--- config.mk ---
export PLATFORM = sky130hd
export DESIGN_NAME = riscv_core_rob_flat
export DESIGN_NICKNAME = d
export VERILOG_FILES = /design/src/rtl/riscv_core_pkg.sv /design/src/rtl/riscv_core_rob_if.sv /design/src/rtl/riscv_core_rob_ptr.sv /design/src/rtl/riscv_core_rob.sv /design/src/flat_wrapper.sv
export SDC_FILE = /design/constraint.sdc
export NUM_CORES = 1
export LEC_CHECK = 0
export ABC_AREA = 1
export CORE_ASPECT_RATIO = 1.4
export CORE_MARGIN = 1
export CORE_UTILIZATION = 55
export CTS_BUF_LIST = sky130_fd_sc_hd__clkbuf_8
export DETAILED_ROUTE_END_ITERATION = 8
export PLACE_DENSITY_LB_ADDON = 0.12
export SLEW_MARGIN = 20
export SYNTH_ARGS = -nofsm -noshare
export SYNTH_HDL_FRONTEND = slang
export SYNTH_SLANG_ARGS = --single-unit
--- constraint.sdc ---
create_clock -name clk -period 6.1 [get_ports clk]
set_input_delay 0.915 -clock clk [delete_from_list [all_inputs] [get_ports clk]]
set_output_delay 0.915 -clock clk [all_outputs]
set_load 0.02 [all_outputs]
--- src/rtl/riscv_core_pkg.sv ---
// Shared reorder-buffer constants and entry layout.
package riscv_core_pkg;

    localparam int unsigned ROB_DEPTH  = 16;
    localparam int unsigned ROB_SLOT_W = 4;
    localparam int unsigned ROB_CNT_W  = 5;
    localparam int unsigned PREG_W     = 5;

    typedef struct packed {
        logic              valid;
        logic              pending;
        logic              wen;
        logic [PREG_W-1:0] preg;
    } rob_entry_t;

endpackage

--- src/rtl/riscv_core_rob_if.sv ---
// Decode / writeback / commit bus of the reorder buffer.
interface riscv_core_rob_if;
    import riscv_core_pkg::*;

    logic                  rob_alloc_req_val;
    logic                  rob_alloc_req_rdy;
    logic                  rob_alloc_req_wen;
    logic [PREG_W-1:0]     rob_alloc_req_preg;
    logic [ROB_SLOT_W-1:0] rob_alloc_resp_slot;
    logic                  rob_fill_val;
    logic [ROB_SLOT_W-1:0] rob_fill_slot;
    logic                  rob_commit_wen;
    logic [ROB_SLOT_W-1:0] rob_commit_slot;
    logic [PREG_W-1:0]     rob_commit_rf_waddr;

    modport master (
        output rob_alloc_req_val, rob_alloc_req_wen, rob_alloc_req_preg,
        output rob_fill_val, rob_fill_slot,
        input  rob_alloc_req_rdy, rob_alloc_resp_slot,
        input  rob_commit_wen, rob_commit_slot, rob_commit_rf_waddr
    );

    modport slave (
        input  rob_alloc_req_val, rob_alloc_req_wen, rob_alloc_req_preg,
        input  rob_fill_val, rob_fill_slot,
        output rob_alloc_req_rdy, rob_alloc_resp_slot,
        output rob_commit_wen, rob_commit_slot, rob_commit_rf_waddr
    );

endinterface

--- src/rtl/riscv_core_rob_ptr.sv ---
// Wrapping slot pointer with increment enable and synchronous clear.
module riscv_core_rob_ptr
    import riscv_core_pkg::*;
(
    input  logic                  clk,
    input  logic                  reset,
    input  logic                  i_clr,
    input  logic                  i_inc,
    output logic [ROB_SLOT_W-1:0] o_ptr
);

    logic [ROB_SLOT_W-1:0] r_ptr;

    // Pointer wraps 15 -> 0 through natural overflow of the slot width.
    always_ff @(posedge clk) begin
        if (reset || i_clr) begin
            r_ptr <= '0;
        end else if (i_inc) begin
            r_ptr <= r_ptr + ROB_SLOT_W'(1);
        end
    end

    assign o_ptr = r_ptr;

endmodule

--- src/rtl/riscv_core_rob.sv ---
// 16-entry in-order reorder buffer.
// Optional feature: define RISCV_CORE_ROB_FLUSH_EN to add the rob_flush input.
module riscv_core_rob
    import riscv_core_pkg::*;
(
    input  logic               clk,
    input  logic               reset,
`ifdef RISCV_CORE_ROB_FLUSH_EN
    input  logic               rob_flush,
`endif
    riscv_core_rob_if.slave    rob
);

    rob_entry_t            r_entries [ROB_DEPTH];
    logic [ROB_CNT_W-1:0]  r_count;
    logic [ROB_SLOT_W-1:0] w_head;
    logic [ROB_SLOT_W-1:0] w_tail;
    logic                  w_flush;
    logic                  w_rdy;
    logic                  w_alloc_fire;
    logic                  w_retire;
    rob_entry_t            w_head_entry;

`ifdef RISCV_CORE_ROB_FLUSH_EN
    assign w_flush = rob_flush;
`else
    assign w_flush = 1'b0;
`endif

    // Occupancy-only ready keeps decode off the commit timing path.
    assign w_rdy        = (r_count != ROB_CNT_W'(ROB_DEPTH));
    assign w_alloc_fire = rob.rob_alloc_req_val && w_rdy;
    assign w_head_entry = r_entries[w_head];
    assign w_retire     = w_head_entry.valid && !w_head_entry.pending && !w_flush;

    assign rob.rob_alloc_req_rdy   = w_rdy;
    assign rob.rob_alloc_resp_slot = w_tail;
    assign rob.rob_commit_wen      = w_retire && w_head_entry.wen;
    assign rob.rob_commit_slot     = w_head;
    assign rob.rob_commit_rf_waddr = w_head_entry.preg;

    riscv_core_rob_ptr u_head_ptr (
        .clk   (clk),
        .reset (reset),
        .i_clr (w_flush),
        .i_inc (w_retire),
        .o_ptr (w_head)
    );

    riscv_core_rob_ptr u_tail_ptr (
        .clk   (clk),
        .reset (reset),
        .i_clr (w_flush),
        .i_inc (w_alloc_fire),
        .o_ptr (w_tail)
    );

    // Entry array: fill clears pending, retire frees head, alloc claims tail.
    always_ff @(posedge clk) begin
        if (reset || w_flush) begin
            for (int i = 0; i < int'(ROB_DEPTH); i++) begin
                r_entries[i] <= '0;
            end
        end else begin
            if (rob.rob_fill_val && r_entries[rob.rob_fill_slot].valid) begin
                r_entries[rob.rob_fill_slot].pending <= 1'b0;
            end
            if (w_retire) begin
                r_entries[w_head].valid <= 1'b0;
            end
            if (w_alloc_fire) begin
                r_entries[w_tail] <= '{valid:   1'b1,
                                       pending: 1'b1,
                                       wen:     rob.rob_alloc_req_wen,
                                       preg:    rob.rob_alloc_req_preg};
            end
        end
    end

    // Occupancy counter; simultaneous alloc and retire cancel out.
    always_ff @(posedge clk) begin
        if (reset || w_flush) begin
            r_count <= '0;
        end else begin
            case ({w_alloc_fire, w_retire})
                2'b10:   r_count <= r_count + ROB_CNT_W'(1);
                2'b01:   r_count <= r_count - ROB_CNT_W'(1);
                default: r_count <= r_count;
            endcase
        end
    end

endmodule

--- src/flat_wrapper.sv ---
// flat-port wrapper written by rule: the top's interface ports become plain ports
module riscv_core_rob_flat import riscv_core_pkg::*;
  (clk, reset, rob_rob_alloc_req_val, rob_rob_alloc_req_wen, rob_rob_alloc_req_preg, rob_rob_fill_val, rob_rob_fill_slot, rob_rob_alloc_req_rdy, rob_rob_alloc_resp_slot, rob_rob_commit_wen, rob_rob_commit_slot, rob_rob_commit_rf_waddr);
  riscv_core_rob_if rob_i ();
  input  logic clk;
  input  logic reset;
  input wire logic [$bits(rob_i.rob_alloc_req_val)-1:0] rob_rob_alloc_req_val;
  input wire logic [$bits(rob_i.rob_alloc_req_wen)-1:0] rob_rob_alloc_req_wen;
  input wire logic [$bits(rob_i.rob_alloc_req_preg)-1:0] rob_rob_alloc_req_preg;
  input wire logic [$bits(rob_i.rob_fill_val)-1:0] rob_rob_fill_val;
  input wire logic [$bits(rob_i.rob_fill_slot)-1:0] rob_rob_fill_slot;
  output wire logic [$bits(rob_i.rob_alloc_req_rdy)-1:0] rob_rob_alloc_req_rdy;
  output wire logic [$bits(rob_i.rob_alloc_resp_slot)-1:0] rob_rob_alloc_resp_slot;
  output wire logic [$bits(rob_i.rob_commit_wen)-1:0] rob_rob_commit_wen;
  output wire logic [$bits(rob_i.rob_commit_slot)-1:0] rob_rob_commit_slot;
  output wire logic [$bits(rob_i.rob_commit_rf_waddr)-1:0] rob_rob_commit_rf_waddr;
  assign rob_i.rob_alloc_req_val = rob_rob_alloc_req_val;
  assign rob_i.rob_alloc_req_wen = rob_rob_alloc_req_wen;
  assign rob_i.rob_alloc_req_preg = rob_rob_alloc_req_preg;
  assign rob_i.rob_fill_val = rob_rob_fill_val;
  assign rob_i.rob_fill_slot = rob_rob_fill_slot;
  assign rob_rob_alloc_req_rdy = rob_i.rob_alloc_req_rdy;
  assign rob_rob_alloc_resp_slot = rob_i.rob_alloc_resp_slot;
  assign rob_rob_commit_wen = rob_i.rob_commit_wen;
  assign rob_rob_commit_slot = rob_i.rob_commit_slot;
  assign rob_rob_commit_rf_waddr = rob_i.rob_commit_rf_waddr;
  riscv_core_rob u_core (.clk(clk), .reset(reset), .rob(rob_i));
endmodule
==> results of run 1 <==
==> synthesized netlist by cell type (3+ instances only) <==
library cell / instances / area [µm²]
nor2_1: 221 / 830
nand2_1: 157 / 589
edfxtp_1: 96 / 2880
inv_1: 65 / 244
o21ai_0: 57 / 285
dfxtp_1: 49 / 981
nand3_1: 44 / 220
clkbuf_1: 22 / 82.6
nand2_2: 15 / 93.8
o221ai_1: 14 / 123
a21oi_1: 12 / 60.1
ha_1: 12 / 150
buf_2: 9 / 45.0
inv_2: 7 / 26.3
o211ai_1: 6 / 45.0
o21ai_2: 6 / 52.6
o22ai_1: 6 / 37.5
nand4_1: 5 / 31.3
buf_6: 4 / 45.0
nor2_4: 3 / 33.8
o21bai_2: 3 / 33.8
==> cell type report <==
class,instances,area (µm²)
clock buffers,17,234
well taps,150,188
repair buffers,30,295
fillers,1074,4660
multi-input cells,581,2790
inverters,73,277
flip-flops and latches,145,3860
clock inverters,15,194
==> worst max-delay path, cell delays in order (launching register included) <==
cell	delay (ns)
dfxtp_1	1.04
inv_2	0.48
nand2_1	0.18
nand2_1	0.07
nand2_1	0.07
nand3_2	0.11
nand3_4	0.17
nand2_4	0.20
nor3_2	0.16
clkdlybuf4s50_1	0.63
==> power groups by stage <==
stage / clock network, µW / registers [µW] / logic (µW)
finish: 814 / 1190 / 757
global route: 854 / 1200 / 832
CTS: 817 / 1190 / 754
detailed placement: 0 / 1210 / 752
global placement: 0 / 1200 / 740
floorplan: 0 / 1170 / 569
==> logic make-up after synthesis <==
logic type | after synthesis | synth area share, %
and+or+nand+nor | 453 | 26.6
DFF | 145 | 54.4
AOI/OAI and AO/OA | 111 | 9.63
buffers and inverters | 110 | 6.48
adders and majority gates | 13 | 2.39
xor gates and xnor gates | 4 | 0.493
==> how the worst min path moves through the flow <==
stage | startpoint | end | slack (ns)
finish | u_core.r_count[4]$_SDFFE_PP0P_ | u_core.r_count[4]$_SDFFE_PP0P_ | 0.47
global route | u_core.r_count[4]$_SDFFE_PP0P_ | u_core.r_count[4]$_SDFFE_PP0P_ | 0.50
CTS | u_core.r_count[4]$_SDFFE_PP0P_ | u_core.r_count[4]$_SDFFE_PP0P_ | 0.47
detailed placement | u_core.r_count[4]$_SDFFE_PP0P_ | u_core.r_count[4]$_SDFFE_PP0P_ | 0.45
global placement | u_core.r_count[4]$_SDFFE_PP0P_ | u_core.r_count[4]$_SDFFE_PP0P_ | 0.44
floorplan | u_core.r_count[4]$_SDFFE_PP0P_ | u_core.r_count[4]$_SDFFE_PP0P_ | 0.42
==> per-layer routing <==
metal  vias to the layer above  GRT usage (%)  routed length [µm]
met2                       271           50.5                9090
met4                         0           17.6                1020
met1                      2644           30.1                6650
li1                       2762              -                   -
met5                         -              0                   0
met3                        78           5.52                1210
==> flip-flops by register name, summed over array words and instances, names as in the netlist, named ones only <==
name,cells
u_core.r_count,5
u_core.u_head_ptr.o_ptr,4
u_core.r_entries,128
u_core.u_tail_ptr.o_ptr,4
==> metrics by stage <==
step	area (µm²)	std cells
after CTS	7830	1011
after floorplan	7110	836
after global routing	7840	1011
after global placement	7410	979
after detailed placement	7410	979
final	7840	1011
==> results.md, run 1 <==
- Status: finished, violations left
- Failing checks: design-rule violations
- Setup WS pre-CTS: 2.07 ns
- Period utilisation layout: 73.6%
- Setup ws final: 1.61 ns
- Total number of vias: 5755
- Max H-tree Level: 4
- Crit path arrival time: 3.58 ns
- Syn Nets: 863
- Grt ovf: 0
- Number of max-cap violations: 0
- Remaining DRCs: 4
- Largest net degree at the start of global routing: 55
- Setup Viol. Count Final: 0
- Tightest Pin Transition: 1.13 ns
- Antenna Cells: 0
- Most common cell after layout, fill and taps aside: nor2_1
- Setup_tns: 0 ns
- Die W: 98.1 µm
- Cell Rows: 48
- Register area share after synthesis: 54.4%
- Yosys warnings: 0
- Cells after Synth: 836
- Clk buf depth: 2
- R2R setup slack: 1.97 ns
- Internal power: 1810 µW
- Fin. max-slew vios: 0
- Main synth FF type: edfxtp_1
- Detail Placement HPWL: 12600 µm
- Clock power frac: 29.5%
- Final #Nets: 875
- Finished Core Util: 62.7%
- Hold Crit Depth: 1
- Number of global-route vias before repair: 5580
- CP Launch Type: register
- Kind of critical path: reg2out
- Fin. Hold Viols: 0
- Setup bufs post-CTS: 0
- Worst-Skew Late Latency: 0.45 ns
- Crit path capture: rob_rob_commit_wen
- CTS root buffer: clkbuf_8
- Final critical-path required period: 4.49 ns
- Clock sinks: 145
- CP max FO: 31
- Most frequent cells in the layout: nor2_1 (220), nand2_1 (157), edfxtp_1 (96)
- RD Place Congestion: 0.931
- FF-to-FF path depth: 18
- Hold WS: 0.470 ns
- Post-Syn Area: 0.00711 mm²
- Setup clock skew after layout: 0.0110 ns
- Fmax: 223 MHz
- Avg Cell Area, Syn: 8.50 µm²
- Worst endpoint required time: 5.18 ns
- Final Power: 2760 µW
- Starting Density: 56.9%
- Cell area power density: 352 mW/mm²
- Unrepaired setup endpoints after global routing: no
- Sw frac: 34.5%
- Initial DRC Count: 564
- Yosys reg bits: 145
- Num ports: 29
- Die Y: 137 µm
- Area grow syn2layout: 10.3%
- Initial antenna violation count: 0
- EDFF count, synth: 96
- CTS-repair resized insts: 0
- Clock transition at path regs: 0.08 ns
- Routed WL per cell: 17.8 µm
- Antenna-violating nets left: 0
- Sequential share of power: 43.0%
- Net Switching: 953 µW
- CTS Hold Buffers Added: 0
- Min-delay worst type: reg2reg
- Layout cells sized above 1: 9.06%
- RR Endpoint: u_core.r_count[4]$_SDFFE_PP0P_
- Die ar.: 0.0134 mm²
- TritonCTS clock tree: done
- Critical Path End Type: output port
- Global-route wire length before repair: 27700 µm
- Comb pwr share: 27.5%
- Core area: 0.0125 mm²
- GRT Util Overall: 28.0%
- Port bufs: 28
- Leak Pwr: 0.00324 µW
- CTS Buf Count: 17
- Via/cell ratio: 5.69
- Rel. slew slack: 24.4%
- Async SR Flop Fraction: 0%
- Count of different cell masters after synthesis: 36
- Detailed Route WL: 18000 µm
- Max IR drop VDD: 0.000234 V
- DR pass1 iterations: 8
Power figures use the tool's default switching activity.
==> inputs of run 2 (changes only) <==
==> constraint.sdc (replaced) <==
create_clock -name clk -period 4.5 [get_ports clk]
set_input_delay 0.675 -clock clk [delete_from_list [all_inputs] [get_ports clk]]
set_output_delay 0.675 -clock clk [all_outputs]
set_load 0.02 [all_outputs]
==> results.md, run 2 (same netlist as run 1, synthesis figures left out) <==
- Status: finished, violations left (unchanged)
- Failing checks: design-rule violations (unchanged)
- Layout Cells excl Fill: 1013 (was 1011)
- Crit-path most repeated cell: nand2_1 (unchanged)
- Detail Placement HPWL: 12600 µm (about the same)
- Starting Density: 56.9% (unchanged)
- Via/cell ratio: 5.66 (was 5.69)
- Placed cell count: 981 (was 979)
- Crit path arrival time: 3.01 ns (was 3.58 ns)
- Setup bufs post-CTS: 0 (unchanged)
- Cell area power density: 475 mW/mm² (was 352 mW/mm²)
- Rel. slew slack: 45.4% (was 24.4%)
- Cells along the critical path: buf_4 > inv_2 > o21ai_1 > nand2_1 > nand2_1 > nand3_2 > nand3_4 > nand2_4 > nor3_2 > clkdlybuf4s50_1 (was inv_2 > nand2_1 > nand2_1 > nand2_1 > nand3_2 > nand3_4 > nand2_4 > nor3_2 > clkdlybuf4s50_1)
- Largest net degree at the start of global routing: 55 (unchanged)
- CTS Buf Count: 17 (unchanged)
- Setup_tns: 0 ns (unchanged)
- Unrepaired setup endpoints after global routing: no (unchanged)
- Number of max-cap violations: 0 (unchanged)
- Fin. Hold Viols: 0 (unchanged)
- CTS Hold Buffers Added: 0 (unchanged)
- Setup clock skew after layout: 0.0155 ns (was 0.0110 ns)
- Die ar.: 0.0134 mm² (unchanged)
- Min-delay worst type: reg2reg (unchanged)
- Grt ovf: 0 (unchanged)
- Hold WS: 0.493 ns (was 0.470 ns)
- Period utilisation layout: 81.8%
- Port bufs: 28 (unchanged)
- Antenna Cells: 0 (unchanged)
- Initial DRC Count: 495 (was 564)
- Max IR drop VDD: 0.000291 V (was 0.000234 V)
- Filler instances: 1074 (unchanged)
- Number of global-route vias before repair: 5568 (was 5580)
- Biggest regs: u_core.r_entries x128, u_core.r_count x5 (unchanged)
- Worst-Skew Late Latency: 0.44 ns (was 0.45 ns)
- Initial antenna violation count: 0 (unchanged)
- Clock transition at path regs: 0.08 ns (about the same)
- Setup Viol. Count Final: 0 (unchanged)
- Total number of vias: 5735 (was 5755)
- Remaining DRCs: 3 (was 4)
- Area grow syn2layout: 10.5% (was 10.3%)
- Tightest Pin Transition: 0.819 ns (was 1.13 ns)
- Antenna-violating nets left: 0 (unchanged)
- GRT Util Overall: 28.4% (was 28.0%)
- Fin. max-slew vios: 0 (unchanged)
- Max H-tree Level: 4 (unchanged)
- Setup WS pre-CTS: 1.12 ns (was 2.07 ns)
- CTS root buffer: clkbuf_8 (unchanged)
- Leak Pwr: 0.00324 µW (about the same)
- Global-route wire length before repair: 27900 µm (was 27700 µm)
- CTS-repair resized insts: 0 (unchanged)
- Clk buf depth: 2 (unchanged)
- Core area: 0.0125 mm² (unchanged)
- Worst path max stage delay: 0.67 ns (was 1.04 ns)
- Kind of critical path: reg2out (unchanged)
- Layout cells sized above 1: 9.15% (was 9.06%)
- Final critical-path required period: 3.68 ns
- Fmax: 272 MHz
- Critical Path End Type: output port (unchanged)
- Largest register FFs: 128 (unchanged)
- Die Y: 137 µm (unchanged)
- CP Launch Type: register (unchanged)
- Clock sinks: 145 (unchanged)
- Finished Core Util: 62.8% (was 62.7%)
- Most common cell after layout, fill and taps aside: nor2_1 (unchanged)
- Final #Nets: 877 (was 875)
- Setup ws final: 0.817 ns (was 1.61 ns)
- RD Place Congestion: 0.897 (was 0.931)
- Most frequent cells in the layout: nor2_1 (220), nand2_1 (157), edfxtp_1 (96) (unchanged)
- TritonCTS clock tree: done (unchanged)
- Num ports: 29 (unchanged)
- Largest Register: u_core.r_entries (unchanged)
- DR pass1 iterations: 9 (was 8)
- Routed WL per cell: 17.8 µm (about the same)
- CP max FO: 31 (unchanged)
- CP max-delay cell: clkdlybuf4s50_1 (was dfxtp_1)
- Worst endpoint required time: 3.83 ns (was 5.18 ns)
- Die W: 98.1 µm (unchanged)
- Detailed Route WL: 18000 µm (about the same)
- Cell Rows: 48 (unchanged)
## run 2: cell count changes in the layout (fill, tap and decap cells not counted)
cell,change
clkinv_4,-2
inv_6,+2
clkinvlp_2,+2
clkinv_2,-3
inv_1,+1
buf_4,+2
## run 2: cell type report
type	count	area [µm²]	share of cell area, %
tap	150	188	2.39
clock buffer	17	234	2.98
inverter	73	277	3.52
sequential	145	3860	49.2
timing repair buffer	32	310	3.95
multi-input combinational	581	2790	35.5
clock inverter	15	193	2.45
## run 2: final timing paths
kind / slack [ns] / start / cells after the start / end
hold / removal: 0.49 / u_core.r_count[4]$_SDFFE_PP0P_ / 1 / u_core.r_count[4]$_SDFFE_PP0P_
hold reg to reg: 0.49 / u_core.r_count[4]$_SDFFE_PP0P_ / 1 / u_core.r_count[4]$_SDFFE_PP0P_
setup reg to reg: 1.12 / register / 13 / u_core.r_count[4]$_SDFFE_PP0P_
setup / recovery: 0.82 / register / 10 / rob_rob_commit_wen
## run 2: worst max-delay path, delay by kind of cell, from the launching register on
family,cells,cell delay (ns)
AO/OA/AOI/OAI,1,0.14
flip-flops,1,0.32
buffers and inverters,3,1.24
AND/OR/NAND/NOR,6,0.85
## run 2: per-stage QoR
step	instance area (µm²)	power, µW
global placement	7420	2620
finish	7850	3730
CTS	7850	3730
global route	7850	3900
floorplan	7110	2350
detailed placement	7420	2640
## run 2: power by group
group          switching, µW  total, µW  internal [µW]
clock                    501       1100            600
sequential              59.3       1560           1500
combinational            715       1060            347
## run 2: routing by layer
layer | track usage (%) | routed length, µm
met1 | 30.5 | 6770
met2 | 51.2 | 9340
met3 | 5.87 | 1040
met4 | 17.8 | 875
met5 | 0 | 0
